$ cat config.mk
export PLATFORM = sky130hd
export DESIGN_NAME = cursor_ctrl
export DESIGN_NICKNAME = d
export VERILOG_FILES = /design/src/rtl/cursor_ctrl.sv
export SDC_FILE = /design/constraint.sdc
export NUM_CORES = 1
export LEC_CHECK = 0
export BUFFER_PORTS_ARGS = -buffer_cell sky130_fd_sc_hd__buf_2
export CORE_MARGIN = 5
export CORE_UTILIZATION = 60
export DETAILED_ROUTE_END_ITERATION = 10
export GPL_TIMING_DRIVEN = 1
export PLACE_DENSITY = 0.81
export RECOVER_POWER = 50
export SETUP_SLACK_MARGIN = 0.4
export SLEW_MARGIN = 20
export SYNTH_ARGS = -nofsm -noshare
export SYNTH_HDL_FRONTEND = slang
export SYNTH_SLANG_ARGS = --single-unit
$ cat constraint.sdc
create_clock -name clk_i -period 5.45 [get_ports clk_i]
set_clock_uncertainty 0.1 [all_clocks]
set_input_delay 0 -clock clk_i [delete_from_list [all_inputs] [get_ports clk_i]]
set_output_delay 0 -clock clk_i [all_outputs]
set_load 0.05 [all_outputs]
$ cat src/rtl/cursor_ctrl.sv
// cursor_ctrl: decodes UART command bytes into a frame-synchronised cursor position/colour
// and echoes each byte back through a one-entry valid/ready buffer.
// Ports: clk_i, rst_ni (async, active-low); rx_data_i/rx_valid_i received byte strobe;
//   frame_tick_i commits shadow registers; tx_ready_i/tx_data_o/tx_valid_o echo handshake;
//   cx_o/cy_o/cl_o committed cursor; pending_o shadow differs from committed;
//   drop_cnt_o saturating count of lost echoes.
// Option: define CURSOR_WRAP_EN to wrap moves at the screen edges instead of clamping.
module cursor_ctrl #(
  parameter int H_MAX  = 639,
  parameter int V_MAX  = 479,
  parameter int STEP   = 8,
  parameter int X_INIT = 320,
  parameter int Y_INIT = 240
) (
  input  logic       clk_i,
  input  logic       rst_ni,
  input  logic [7:0] rx_data_i,
  input  logic       rx_valid_i,
  input  logic       frame_tick_i,
  input  logic       tx_ready_i,
  output logic [7:0] tx_data_o,
  output logic       tx_valid_o,
  output logic [9:0] cx_o,
  output logic [9:0] cy_o,
  output logic [1:0] cl_o,
  output logic       pending_o,
  output logic [7:0] drop_cnt_o
);
  typedef enum logic {EMPTY, FULL} state_e;
  localparam logic signed [11:0] S1 = 12'(STEP);
  localparam logic signed [11:0] S4 = 12'(4 * STEP);
  state_e state_q;
  logic [9:0] sx_q, sy_q, sx_d, sy_d, cx_q, cy_q;
  logic [1:0] scl_q, scl_d, cl_q;
  logic [7:0] tx_data_q, drop_q, echo;
  logic pending_q, known;
  logic signed [11:0] dx, dy;
  // Brings an out-of-range coordinate back onto the screen.
  function automatic logic [9:0] fit(input logic signed [11:0] v, input int max);
    logic signed [11:0] m;
    m = 12'(max);
`ifdef CURSOR_WRAP_EN
    return v < 0 ? 10'(v + m + 12'sd1) : v > m ? 10'(v - m - 12'sd1) : 10'(v);
`else
    return v < 0 ? 10'd0 : v > m ? 10'(m) : 10'(v);
`endif
  endfunction
  always_comb begin
    dx = '0;
    dy = '0;
    known = 1'b1;
    case (rx_data_i)
      "w": dy = -S1;
      "W": dy = -S4;
      "s": dy = S1;
      "S": dy = S4;
      "a": dx = -S1;
      "A": dx = -S4;
      "d": dx = S1;
      "D": dx = S4;
      "c", "r": known = 1'b1;
      default: known = 1'b0;
    endcase
    sx_d  = rx_data_i == "r" ? 10'(X_INIT) : fit($signed({2'b00, sx_q}) + dx, H_MAX);
    sy_d  = rx_data_i == "r" ? 10'(Y_INIT) : fit($signed({2'b00, sy_q}) + dy, V_MAX);
    scl_d = rx_data_i == "c" ? scl_q + 2'd1 : scl_q;
    echo  = known ? rx_data_i : 8'h3F;
  end
  always_ff @(posedge clk_i or negedge rst_ni) begin
    if (!rst_ni) begin
      sx_q      <= 10'(X_INIT);
      sy_q      <= 10'(Y_INIT);
      scl_q     <= '0;
      cx_q      <= 10'(X_INIT);
      cy_q      <= 10'(Y_INIT);
      cl_q      <= '0;
      pending_q <= 1'b0;
      state_q   <= EMPTY;
      tx_data_q <= '0;
      drop_q    <= '0;
    end else begin
      if (rx_valid_i) begin
        sx_q  <= sx_d;
        sy_q  <= sy_d;
        scl_q <= scl_d;
      end
      // Commit samples the shadows before this cycle's command lands.
      if (frame_tick_i) begin
        cx_q <= sx_q;
        cy_q <= sy_q;
        cl_q <= scl_q;
      end
      pending_q <= {sx_q, sy_q, scl_q} != {cx_q, cy_q, cl_q};
      case (state_q)
        EMPTY: if (rx_valid_i) begin
          tx_data_q <= echo;
          state_q   <= FULL;
        end
        FULL: if (tx_ready_i) begin
          if (rx_valid_i) tx_data_q <= echo;
          else state_q <= EMPTY;
        end else if (rx_valid_i && drop_q != 8'hFF) begin
          drop_q <= drop_q + 8'd1;
        end
        default: state_q <= EMPTY;
      endcase
    end
  end
  assign tx_valid_o = state_q == FULL;
  assign tx_data_o  = tx_data_q;
  assign cx_o       = cx_q;
  assign cy_o       = cy_q;
  assign cl_o       = cl_q;
  assign pending_o  = pending_q;
  assign drop_cnt_o = drop_q;
endmodule

# Word-level counts from Yosys, hierarchy flattened
# Index checks and enable logic that the tools add are counted.
# W data, S select, Z words.
# classes
eq_ne,13
bitwise_logic,2
addsub,4
n_reduce_logical,4
n_lt_le_gt_ge,4
muxes,16
# ops
cell,n
$pmux W12 S4,2
$eq A8 B7 Y1 const B,10
$mux W10,6
$add A11 B12 Y12,2
$lt A12 B1 Y1 const B,2
$mux W8,3
$ne A22 B22 Y1,1
$pmux W8 S2,1
$gt A12 B10 Y1 const B,1
$gt A12 B11 Y1 const B,1
$reduce_or A10 Y1,1
$add A8 B1 Y8 const B,1
$ne A8 B8 Y1 const B,1
$mux W1,3
$reduce_and A3 Y1,1
$add A2 B1 Y2 const B,1
$ne A2 B2 Y1 const B,1
$not A1 Y1,2
$pmux W1 S2,1
$reduce_and A2 Y1,1
$logic_and A1 B1 Y1,1
# word_totals
in_bits,13
regBits,62
output_inout_bits,40
word_cells,53

# Longest topological paths before layout
# logic_depth
ltp_word,7
depth_mapped,14
mapped_depth_nobuf,14

# Worst setup path after synthesis
# No wires, ideal clock.
# synth_path
path_type,input port to flip-flop
from,input rx_data_i[3]
to,register sx_q[7]
n_path_buf,0
arrival_time_ns,2.488
t_required_ns,5.228
path_stages,13
setup_slack_ns,2.741
setup_ns,0.122
cell_sequence,nor3b_2 > nand2_1 > or2_1 > inv_2 > nand2_1 > fa_1 > nor2b_1 > o31a_1 > o21ai_1 > a21boi_0 > a2bb2oi_2 > nor2_1 > a32o_1
# synth_via
elab_chain_len,7
word_cells_on_any_way,12
cone_classes,add/sub: 1; order compare: 2; eq/ne: 5; mux: 4
# synth_rtl
item,line,rtl
"start, declared",17,"input logic [7:0] rx_data_i,"
$eq A8 B7 Y1,52,case (rx_data_i)
$pmux W12 S4,52,
$add A11 B12 Y12,64,"sx_d = rx_data_i == ""r"" ? 10'(X_INIT) : fit($signed({2'b00, sx_q}) + dx, H_MAX);"
$gt A12 B11 Y1,45,return v < 0 ? 10'd0 : v > m ? 10'(m) : 10'(v);
$mux W10 (2 in series),45,
$mux W10 *,64,
"end signal, assigned",71,sx_q <= 10'(X_INIT);
"end, declared",33,"logic [9:0] sx_q, sy_q, sx_d, sy_d, cx_q, cy_q;"
# Every way passes the cells marked *; elsewhere a longest branch is shown, timed or not.
# A chain may end at the register's enable or synchronous reset.

# Worst setup path after layout
# layout_path
from,input rx_data_i[1]
to,register sx_q[6]
# Same word-level chain as after synthesis.

==> flow_summary.toml <==
[outcome]
status = "finished, violations left"
violations = "max-capacitance violations, max-slew violations"

[timing]
fin_tns_setup_ps = 0
worst_pin_slew_ps = 2720
fin_crit_ps = 3480
whs_ps = 14.2
finalHoldViolCount = 0
rsz0062_at_grt = "no"
slew_violations = 55
fin_crit_sh_pct = 63.8
finalSetupViolCount = 0
slew_headroom_pct = -81.5
clock.fmax_mhz = 288

[yosys]
synth_edf_count = 0
synth.distinct_cells = 60
synth_compound_area_share_pct = 17.6
ys.warnings.count = 0
synthSimpleGateAreaFrac_pct = 14.5
synth_seq_cells = 54
synthMuxAreaShare_pct = 6.02
synthArstFlopShare_pct = 100
synth_xor_xnor_area_share_pct = 9.88
ys_top_cells_by_area = "dfrtp_1, dfstp_2, xnor2_1"
yosysTopAreaCellShare_pct = 31.2
mappedNetlistNets = 360
synth_area_sq_um = 3370
synthAdderAreaFrac_pct = 7.80
yosys.area.top_type = "dfrtp_1"
ys_seq_area_share_pct = 40.6
avgSynthCellArea_sq_um = 10.3
syn_inst = 328
yosys_most_used_dff = "dfrtp_1"
yosys-top-cells-count = "dfrtp_1, xnor2_1, nor2_1"
synth.most_common_cell = "dfrtp_1"
synth_top_family_by_area = "compound AO/OA/AOI/OAI gates"

[grt]
grt.overflow.total = 0
grt_pass1_vias = 2682
grt_antenna_before_repair = 0
grt_max_degree = 55
grt_usage_pct = 20.5
grt_pass1_wl_um = 12300

[pwr]
p_leak_nw = 1.67
p_per_area_nw_per_um2 = 395
ir_drop_uv = 356

[critical_path]
critPathLaunchType = "input port"
critical_path_arrival_ps = 3580
worstPathMaxFanout = 10
critPathCaptureType = "flip-flop"
critical_path_class = "input port to flip-flop"
cp.required_ps = 5550

[floorplan]
ioPinCount = 53
coreArea_sq_um = 5470
die_area_sq_um = 7210
die_h_um = 84.9
rows = 27
die_w_um = 84.9
start_util_pct = 61.5

[place]
hpwl_um = 5440
routabilityCongestion = 0.930
portBuffers = 52

[drt]
drt_iter0_drc = 110
dr.pass1.iters = 4
via_per_inst = 5.92
num_vias = 2700
routed_wl_um = 7130
post_drt_wl_per_cell_um = 15.6
drc = 0
drtAntennaViolNets = 0

[flow_run]
drv_cap = 1

[clock_network]
post_cts_resize_count = 0
cts_root_buffer = "clkbuf_8"
cts_tree = "done"
cts_made_buffers = 5
clock-sinks = 54
clk_path_buf_depth = 2
cts_setup_buffers = 0
clkTransAtPathRegs_ps = 90
clk_latency_ps = 300
cts_htree_levels = 2

[finish]
insertedDiodeCount = 0
drive_above_1_share_pct = 25.5
area_delta_synth_final_pct = 13.9
fin_nets = 415

[min_path]
worstHoldPathType = "input port to flip-flop"
logic make-up after synthesis:
group / after synthesis
flip-flops: 54
multiplexers: 18
AO/OA/AOI/OAI: 77
XOR/XNOR: 38
AND/OR/NAND/NOR: 93
adder cells (fa/ha/maj): 20
buffers and inverters: 28
through the flow:
| stage | total power, mW | instance area [sq um] | setup slack [ps] | util [%] | instances |
|---|---|---|---|---|---|
| 2_1_floorplan | 1.11 | 3370 | 2740 | - | 328 |
| 3_5_place_dp | 1.26 | 3670 | 2180 | 67.0 | 442 |
| 4_1_cts | 1.53 | 3840 | 2080 | 70.1 | 456 |
| 3_3_place_gp | 1.24 | 3670 | 2350 | 67.0 | 442 |
| 5_1_grt | 1.60 | 3830 | 1700 | 70.1 | 456 |
| 6_report | 1.51 | 3830 | 1970 | 70.1 | 456 |
cell type report:
class                           instances  area, sq um
Multi-Input combinational cell        246         1880
Fill cell                             426         1640
Sequential cell                        54         1370
Timing Repair Buffer                   59          323
Tap cell                               72         90.1
Clock buffer                            6         72.6
Inverter                               17         63.8
Clock inverter                          2         37.5
report_power, final:
part,switching (mW),internal (mW)
Sequential,0.107,0.502
Combinational,0.418,0.223
Clock,0.126,0.137
Total,0.650,0.862
cell usage in the layout, fill, tap and decap left out, types with 3 or more instances in the layout:
cell	Yosys	layout
buf_2	0	51
o211ai_1	5	5
dlygate4sd3_1	0	6
dfstp_2	12	6
mux2_2	18	18
clkbuf_8	0	5
nand2b_1	5	5
clkbuf_1	7	3
o2111ai_1	3	3
a21o_1	3	3
xnor2_1	30	30
nand4_1	6	6
a21boi_0	3	3
nor3_1	9	9
nand3_1	5	5
o2bb2ai_1	3	3
nor3b_2	3	3
a21oi_1	13	13
o21ai_1	4	4
dfrtp_1	42	42
o22a_1	6	6
ha_1	17	17
or2_2	3	3
nor2b_1	5	5
dfstp_1	0	6
a31oi_1	4	4
o21ai_0	8	8
nor2_1	23	23
inv_1	16	16
o21a_1	4	4
nand2_1	20	20
xor2_1	8	8
nor4_1	3	3
worst max-delay path, stage by stage:
cell and delay [ps]:
dlygate4sd3_1 540, buf_2 160, nor2_1 150, nand2_1 100, or2_1 320, inv_2 200
nand2_1 120, fa_1 440, nor2b_1 180, o31a_1 230, o21ai_1 100, a21boi_0 340
a2bb2oi_2 320, nor4_1 90, o32ai_1 300
sequential cells by signal, summed over array words and instances (netlist names):
| name | flops |
|---|---|
| sx_q | 8 |
| cx_o | 8 |
| drop_cnt_o | 8 |
| cy_o | 8 |
| cl_o | 2 |
| sy_q | 8 |
| tx_valid_o | 1 |
| scl_q | 2 |
| pending_o | 1 |
| tx_data_o | 8 |
final timing paths:
path / startpoint / endpoint / slack, ps / cells past startpoint
setup / recovery: rx_data_i[1] / sx_q[6]$_DFFE_PN1P_ / 1970 / 15
hold / removal: rx_valid_i / sy_q[9]$_DFFE_PN0P_ / 10 / 2
hold reg to reg: tx_data_o[7]$_DFFE_PN0P_ / tx_data_o[7]$_DFFE_PN0P_ / 410 / 1
max in group asynchronous: rst_ni / sx_q[9]$_DFFE_PN0P_ / 2620 / 3
min in group asynchronous: rst_ni / cl_o[0]$_DFFE_PN0P_ / 1100 / 3
setup reg to reg: sx_q[3]$_DFFE_PN0P_ / sx_q[6]$_DFFE_PN1P_ / 2570 / 10
per-layer routing:
metal | GRT usage, % | part of all wire [%] | vias to the layer above
met5 | 0 | 0 | -
met4 | 5.61 | 0.60 | 0
met3 | 3.20 | 7.8 | 6
met2 | 32.9 | 46 | 113
met1 | 29.0 | 45 | 1289
li1 | - | - | 1292
what timing repair did:
item | in CTS | in global routing
hold buffers | 6 | 0
endpoints found under the hold margin | 47 | 0
endpoints found under the setup margin | 0 | 0
No activity file was read; power rests on OpenSTA's default activity.
